$ cat src/rtl/seq_add_pkg.sv
// seq_add_pkg: shared FSM state type and default operand/chunk widths for seq_chunk_adder
package seq_add_pkg;
    typedef enum logic [1:0] {IDLE, RUN, DONE} state_t;
    localparam int DEF_WIDTH = 16;
    localparam int DEF_CHUNK = 4;
endpackage

$ cat src/rtl/seq_chunk_adder_chunk.sv
// chunk_adder: CHUNK-bit ripple-carry adder built from 1-bit full adders
module chunk_adder #(
    parameter int CHUNK = 4
) (
    input  logic [CHUNK-1:0] a,
    input  logic [CHUNK-1:0] b,
    input  logic             cin,
    output logic [CHUNK-1:0] sum,
    output logic             cout
);
    logic [CHUNK:0] c;
    assign c[0] = cin;
    assign cout = c[CHUNK];
    for (genvar i = 0; i < CHUNK; i++) begin : g_fa
        assign sum[i]  = a[i] ^ b[i] ^ c[i];
        assign c[i+1]  = (a[i] & b[i]) | (c[i] & (a[i] ^ b[i]));
    end
endmodule

$ cat src/rtl/seq_chunk_adder.sv
// seq_chunk_adder: multi-cycle adder/subtractor, CHUNK bits per clock, LSB chunk first; optional signed overflow flag under SEQ_ADD_OVF_EN
module seq_chunk_adder
    import seq_add_pkg::*;
#(
    parameter int WIDTH = DEF_WIDTH,
    parameter int CHUNK = DEF_CHUNK
) (
    input  logic             clk,
    input  logic             rst,
    input  logic             start,
    input  logic             sub,
    input  logic [WIDTH-1:0] X,
    input  logic [WIDTH-1:0] Y,
    input  logic             Ci,
    output logic [WIDTH-1:0] S,
    output logic             Co,
    output logic             busy,
    output logic             done,
    output logic             ovf
);
    localparam int NCH = WIDTH / CHUNK;
    localparam int CW  = (NCH > 1) ? $clog2(NCH) : 1;

    state_t           state_q, state_d;
    logic [CW-1:0]    cnt_q, cnt_d;
    logic             carry_q, carry_d;
    logic [WIDTH-1:0] a_q, a_d, b_q, b_d, s_q, s_d;
    logic             co_q, co_d;
    logic [CHUNK-1:0] ca, cb, csum;
    logic             ccout;
    logic             last;

    assign ca   = a_q[cnt_q*CHUNK +: CHUNK];
    assign cb   = b_q[cnt_q*CHUNK +: CHUNK];
    assign last = cnt_q == CW'(NCH - 1);
    assign S    = s_q;
    assign Co   = co_q;
    assign busy = state_q != IDLE;
    assign done = state_q == DONE;

    chunk_adder #(.CHUNK(CHUNK)) u_chunk (
        .a(ca), .b(cb), .cin(carry_q), .sum(csum), .cout(ccout)
    );

    // Capture operands on start, fold one chunk per RUN cycle, pulse DONE once
    always_comb begin
        state_d = state_q;
        cnt_d   = cnt_q;
        carry_d = carry_q;
        a_d     = a_q;
        b_d     = b_q;
        s_d     = s_q;
        co_d    = co_q;
        if (state_q == IDLE) begin
            if (start) begin
                a_d     = X;
                b_d     = sub ? ~Y : Y;
                carry_d = sub | Ci;
                cnt_d   = '0;
                state_d = RUN;
            end
        end else if (state_q == RUN) begin
            s_d[cnt_q*CHUNK +: CHUNK] = csum;
            carry_d = ccout;
            cnt_d   = last ? cnt_q : cnt_q + CW'(1);
            state_d = last ? DONE : RUN;
            co_d    = last ? ccout : co_q;
        end else begin
            state_d = IDLE;
        end
    end

    // State and datapath registers with synchronous reset
    always_ff @(posedge clk) begin
        if (rst) begin
            state_q <= IDLE;
            cnt_q   <= '0;
            carry_q <= 1'b0;
            a_q     <= '0;
            b_q     <= '0;
            s_q     <= '0;
            co_q    <= 1'b0;
        end else begin
            state_q <= state_d;
            cnt_q   <= cnt_d;
            carry_q <= carry_d;
            a_q     <= a_d;
            b_q     <= b_d;
            s_q     <= s_d;
            co_q    <= co_d;
        end
    end

`ifdef SEQ_ADD_OVF_EN
    logic ovf_q, ovf_d;
    assign ovf = ovf_q;

    // Overflow = carry into MSB xor carry out of MSB, latched with the final chunk
    always_comb begin
        ovf_d = (state_q == RUN && last)
              ? (ca[CHUNK-1] ^ cb[CHUNK-1] ^ csum[CHUNK-1]) ^ ccout
              : ovf_q;
    end

    // Overflow register, held like S between operations
    always_ff @(posedge clk) begin
        if (rst) ovf_q <= 1'b0;
        else     ovf_q <= ovf_d;
    end
`else
    assign ovf = 1'b0;
`endif
endmodule

$ cat config.mk
export PLATFORM = sky130hd
export DESIGN_NAME = seq_chunk_adder
export DESIGN_NICKNAME = d
export VERILOG_FILES = /design/src/rtl/seq_add_pkg.sv /design/src/rtl/seq_chunk_adder_chunk.sv /design/src/rtl/seq_chunk_adder.sv
export SDC_FILE = /design/constraint.sdc
export NUM_CORES = 1
export LEC_CHECK = 0
export ABC_AREA = 1
export BUFFER_PORTS_ARGS = -buffer_cell sky130_fd_sc_hd__clkbuf_2
export CAP_MARGIN = 20
export CORE_UTILIZATION = 59
export CTS_CLUSTER_DIAMETER = 120
export DETAILED_ROUTE_END_ITERATION = 8
export GPL_TIMING_DRIVEN = 0
export PLACE_DENSITY = 0.94
export SLEW_MARGIN = 20
export SYNTH_ARGS = -nofsm -noshare
export SYNTH_HDL_FRONTEND = slang
export SYNTH_HIERARCHICAL = 1
export SYNTH_SLANG_ARGS = --single-unit
$ cat constraint.sdc
create_clock -name clk -period 8.6 [get_ports clk]
set_input_delay 0.43 -clock clk [delete_from_list [all_inputs] [get_ports clk]]
set_output_delay 0.43 -clock clk [all_outputs]
set_load 0.02 [all_outputs]
==> flow_metrics.tcl <==
set metrics [dict create \
    yosys.cell_types.count 32 \
    crit_path_end "S[15]" \
    cts_hold_buf 0 \
    vias 2451 \
    synth-edff-count 0 \
    max_freq_ghz 0.289 \
    ant_nets 0 \
    required_ps 8840 \
    worstSkewPairLatency_ps 300 \
    synth_warnings 6 \
    fin_crit_sh 0.402 \
    slowest_stage "fa_1" \
    drt_pass1_iterations 4 \
    fin_hold_ws_ps 362 \
    finalPower_mw 0.524 \
    internal_power_mw 0.366 \
    reg2reg_to "S[15]" \
    dp_hpwl_mm 4.55 \
    pwr-share-comb 0.227 \
    grt_pass1_wl_mm 9.91 \
    cp-start-kind "flip-flop" \
    numCtsBuffers 5 \
    cp_num_cells 16 \
    dp_slack_ps 5240 \
    cp-startpoint "cnt_q[1]" \
    root_buffer "clkbuf_8" \
    r2r_slack_ps 5140 \
    drv_cap 0 \
    hold_viol_final 0 \
    fp.dieArea_um2 4900 \
    path_clk_slew_ps 90 \
    netlist_area_um2 2730 \
    finalWirelength_mm 6.01 \
    htree_levels 2 \
    cp_cell_sequence "clkbuf_1 > inv_1 > o21ai_0 > o22ai_1 > fa_1 > inv_1 > fa_1 > inv_1 > fa_1 > inv_1 > fa_1 > inv_1 > inv_1 > nor3_2 > nand2_1 > a21oi_1" \
    setup_violations 0 \
    grt_start_max_net_pins 15 \
    cts_resized 0 \
    fin_util 0.710 \
    worst_slack_ps 5140 \
    crit_family "adder cells" \
    die_w_um 70.0 \
    syn_nets 400 \
    grt_pass1_vias 2224 \
    power_per_cell_area_nw_per_um2 167 \
    cts_setup_buffers 0 \
    drive_gt1_frac 0.227 \
    portBuffers 53 \
    die_y_um 70.0 \
    clock_path_buffers 2 \
    crit_arrival_ps 3690 \
    antenna_found_initial 0 \
    first_iter_violations 161 \
    ys_async_sr_fraction 0 \
    r2r_cells 16 \
    synth_flop_cell "dfxtp_1" \
    syn_avg_cell_area_um2 7.71 \
    endpoint_kind "flip-flop" \
    path_common_cell "inv_1" \
    nNetsFinal 460 \
    core_area_um2 4410 \
    wl_per_cell_um 12.9 \
    grt.total_usage 0.254 \
    start_util 0.618 \
    via_per_inst 5.26 \
    drc 0 \
    setup.worst_path.class "reg -> reg" \
    cts_tree "built" \
    final_max_slew_viol_count 0 \
    leakage_nw 1.36 \
    gp_congestion 0.825 \
    r2r-start "cnt_q[1]" \
    io_pins 57 \
    crit_buf_inv 7 \
    syn2layout_area_growth_pct 14.9 \
    switching_share 0.301 \
    nFillCells 375 \
    netlist_instances 354 \
    fin_worst_skew_ps 3.39 \
    cpPeakStageDelay_ps 410 \
    status "completed" \
    power_frac_seq 0.521 \
    path_max_fanout 11 \
    switchingPower_mw 0.158 \
    row_count 24 \
    overflow 0 \
    clkPwrFrac 0.252 \
    cts_sinks 54 \
    antenna_cells 0 \
    min_path_type "in -> reg" \
    ys_seq_area_frac 0.396 \
    ys_ff_latch 54 \
    peakVddDrop_uv 77.4 \
    rsz0062_at_grt "no" \
    min_period_ps 3460 \
    tns_ps 0 \
]
sequential cells by signal (all words and copies together), names as in the netlist:
signal and cells:
a_q 16, carry_q 1, Co 1, cnt_q 2, S 16, b_q 16
state_q 2
synth_stat cells (4+ instances only):
cell      instances  share of area
ha_1              5          0.023
xor2_1           16          0.051
nand3_4           4          0.026
inv_1            21          0.029
a21oi_1          32          0.059
buf_4             5          0.014
buf_6             4          0.017
nand2_1          70          0.096
o21ai_0          34          0.062
nor2_1           60          0.083
o22ai_1           8          0.018
clkbuf_1          5         0.0069
fa_1              4          0.029
dfxtp_1          54           0.40
worst reg2reg max path: stages, from the launching register on:
cell and delay (ps):
dfxtp_1 360, clkbuf_1 340, inv_1 300, o21ai_0 160, o22ai_1 140, fa_1 410
inv_1 80, fa_1 160, inv_1 50, fa_1 360, inv_1 90, fa_1 410
inv_1 100, inv_1 70, nor3_2 150, nand2_1 90, a21oi_1 120
power by group through the flow:
stage	registers, mW	logic [mW]	clock network (mW)
final	0.273	0.119	0.132
after detailed placement	0.279	0.117	0
after global routing	0.275	0.130	0.144
after global placement	0.278	0.112	0
after floorplan	0.279	0.0821	0
after CTS	0.273	0.118	0.134
per-stage QoR:
step / instances / cell area (um2)
after floorplan: 354 / 2730
after global placement: 459 / 3060
after detailed placement: 459 / 3060
after CTS: 466 / 3140
after global routing: 466 / 3140
final: 466 / 3140
cells by family (layout without fill, tap and decap cells):
kind of cell / count (synthesis) / after routing / synth area share
fa+ha+maj: 9 / 9 / 0.0523
compound gates: 79 / 79 / 0.151
other cells: 1 / 1 / 0.00137
simple gates: 149 / 149 / 0.254
buf+inv: 46 / 106 / 0.0940
xor+xnor: 16 / 16 / 0.0514
flops: 54 / 54 / 0.396
final cells by class:
type / count / area, um2 / share of cell area
Inverter: 25 / 101 / 0.0323
Timing Repair Buffer: 53 / 265 / 0.0846
Clock buffer: 7 / 76.3 / 0.0243
Buffer: 21 / 155 / 0.0495
Multi-Input combinational cell: 254 / 1390 / 0.444
Tap cell: 52 / 65.1 / 0.0208
Sequential cell: 54 / 1080 / 0.345
worst min path at each step:
stage,from,to,slack (ps),depth (start not counted)
after global routing,X[11],a_q[11],370,3
after floorplan,b_q[4],b_q[4],440,2
after global placement,Co,Co,440,2
final,X[13],a_q[13],360,3
after CTS,X[13],a_q[13],360,3
after detailed placement,S[7],S[7],450,2
routing by layer:
metal  track usage  vias to the layer above  wire length, um
li1              -                     1243                -
met1         0.305                     1109             2630
met2         0.458                       89             2950
met3        0.0491                       10              332
met4        0.0711                        0               89
met5             0                        -                0
placed cells by master, fill, tap and decap left out, drive strengths merged:
| cell | synthesis | routed |
|---|---|---|
| buf | 15 | 15 |
| a21oi | 34 | 34 |
| nor2 | 66 | 66 |
| fa | 4 | 4 |
| o21ai | 37 | 37 |
| o22ai | 8 | 8 |
| inv | 25 | 25 |
| nand3b | 1 | 1 |
| ha | 5 | 5 |
| clkbuf | 6 | 66 |
| nand3 | 7 | 7 |
| conb | 1 | 1 |
| nand2 | 71 | 71 |
| nor3 | 4 | 4 |
| dfxtp | 54 | 54 |
| xor2 | 16 | 16 |
No activity file was read; power rests on OpenSTA's default activity.
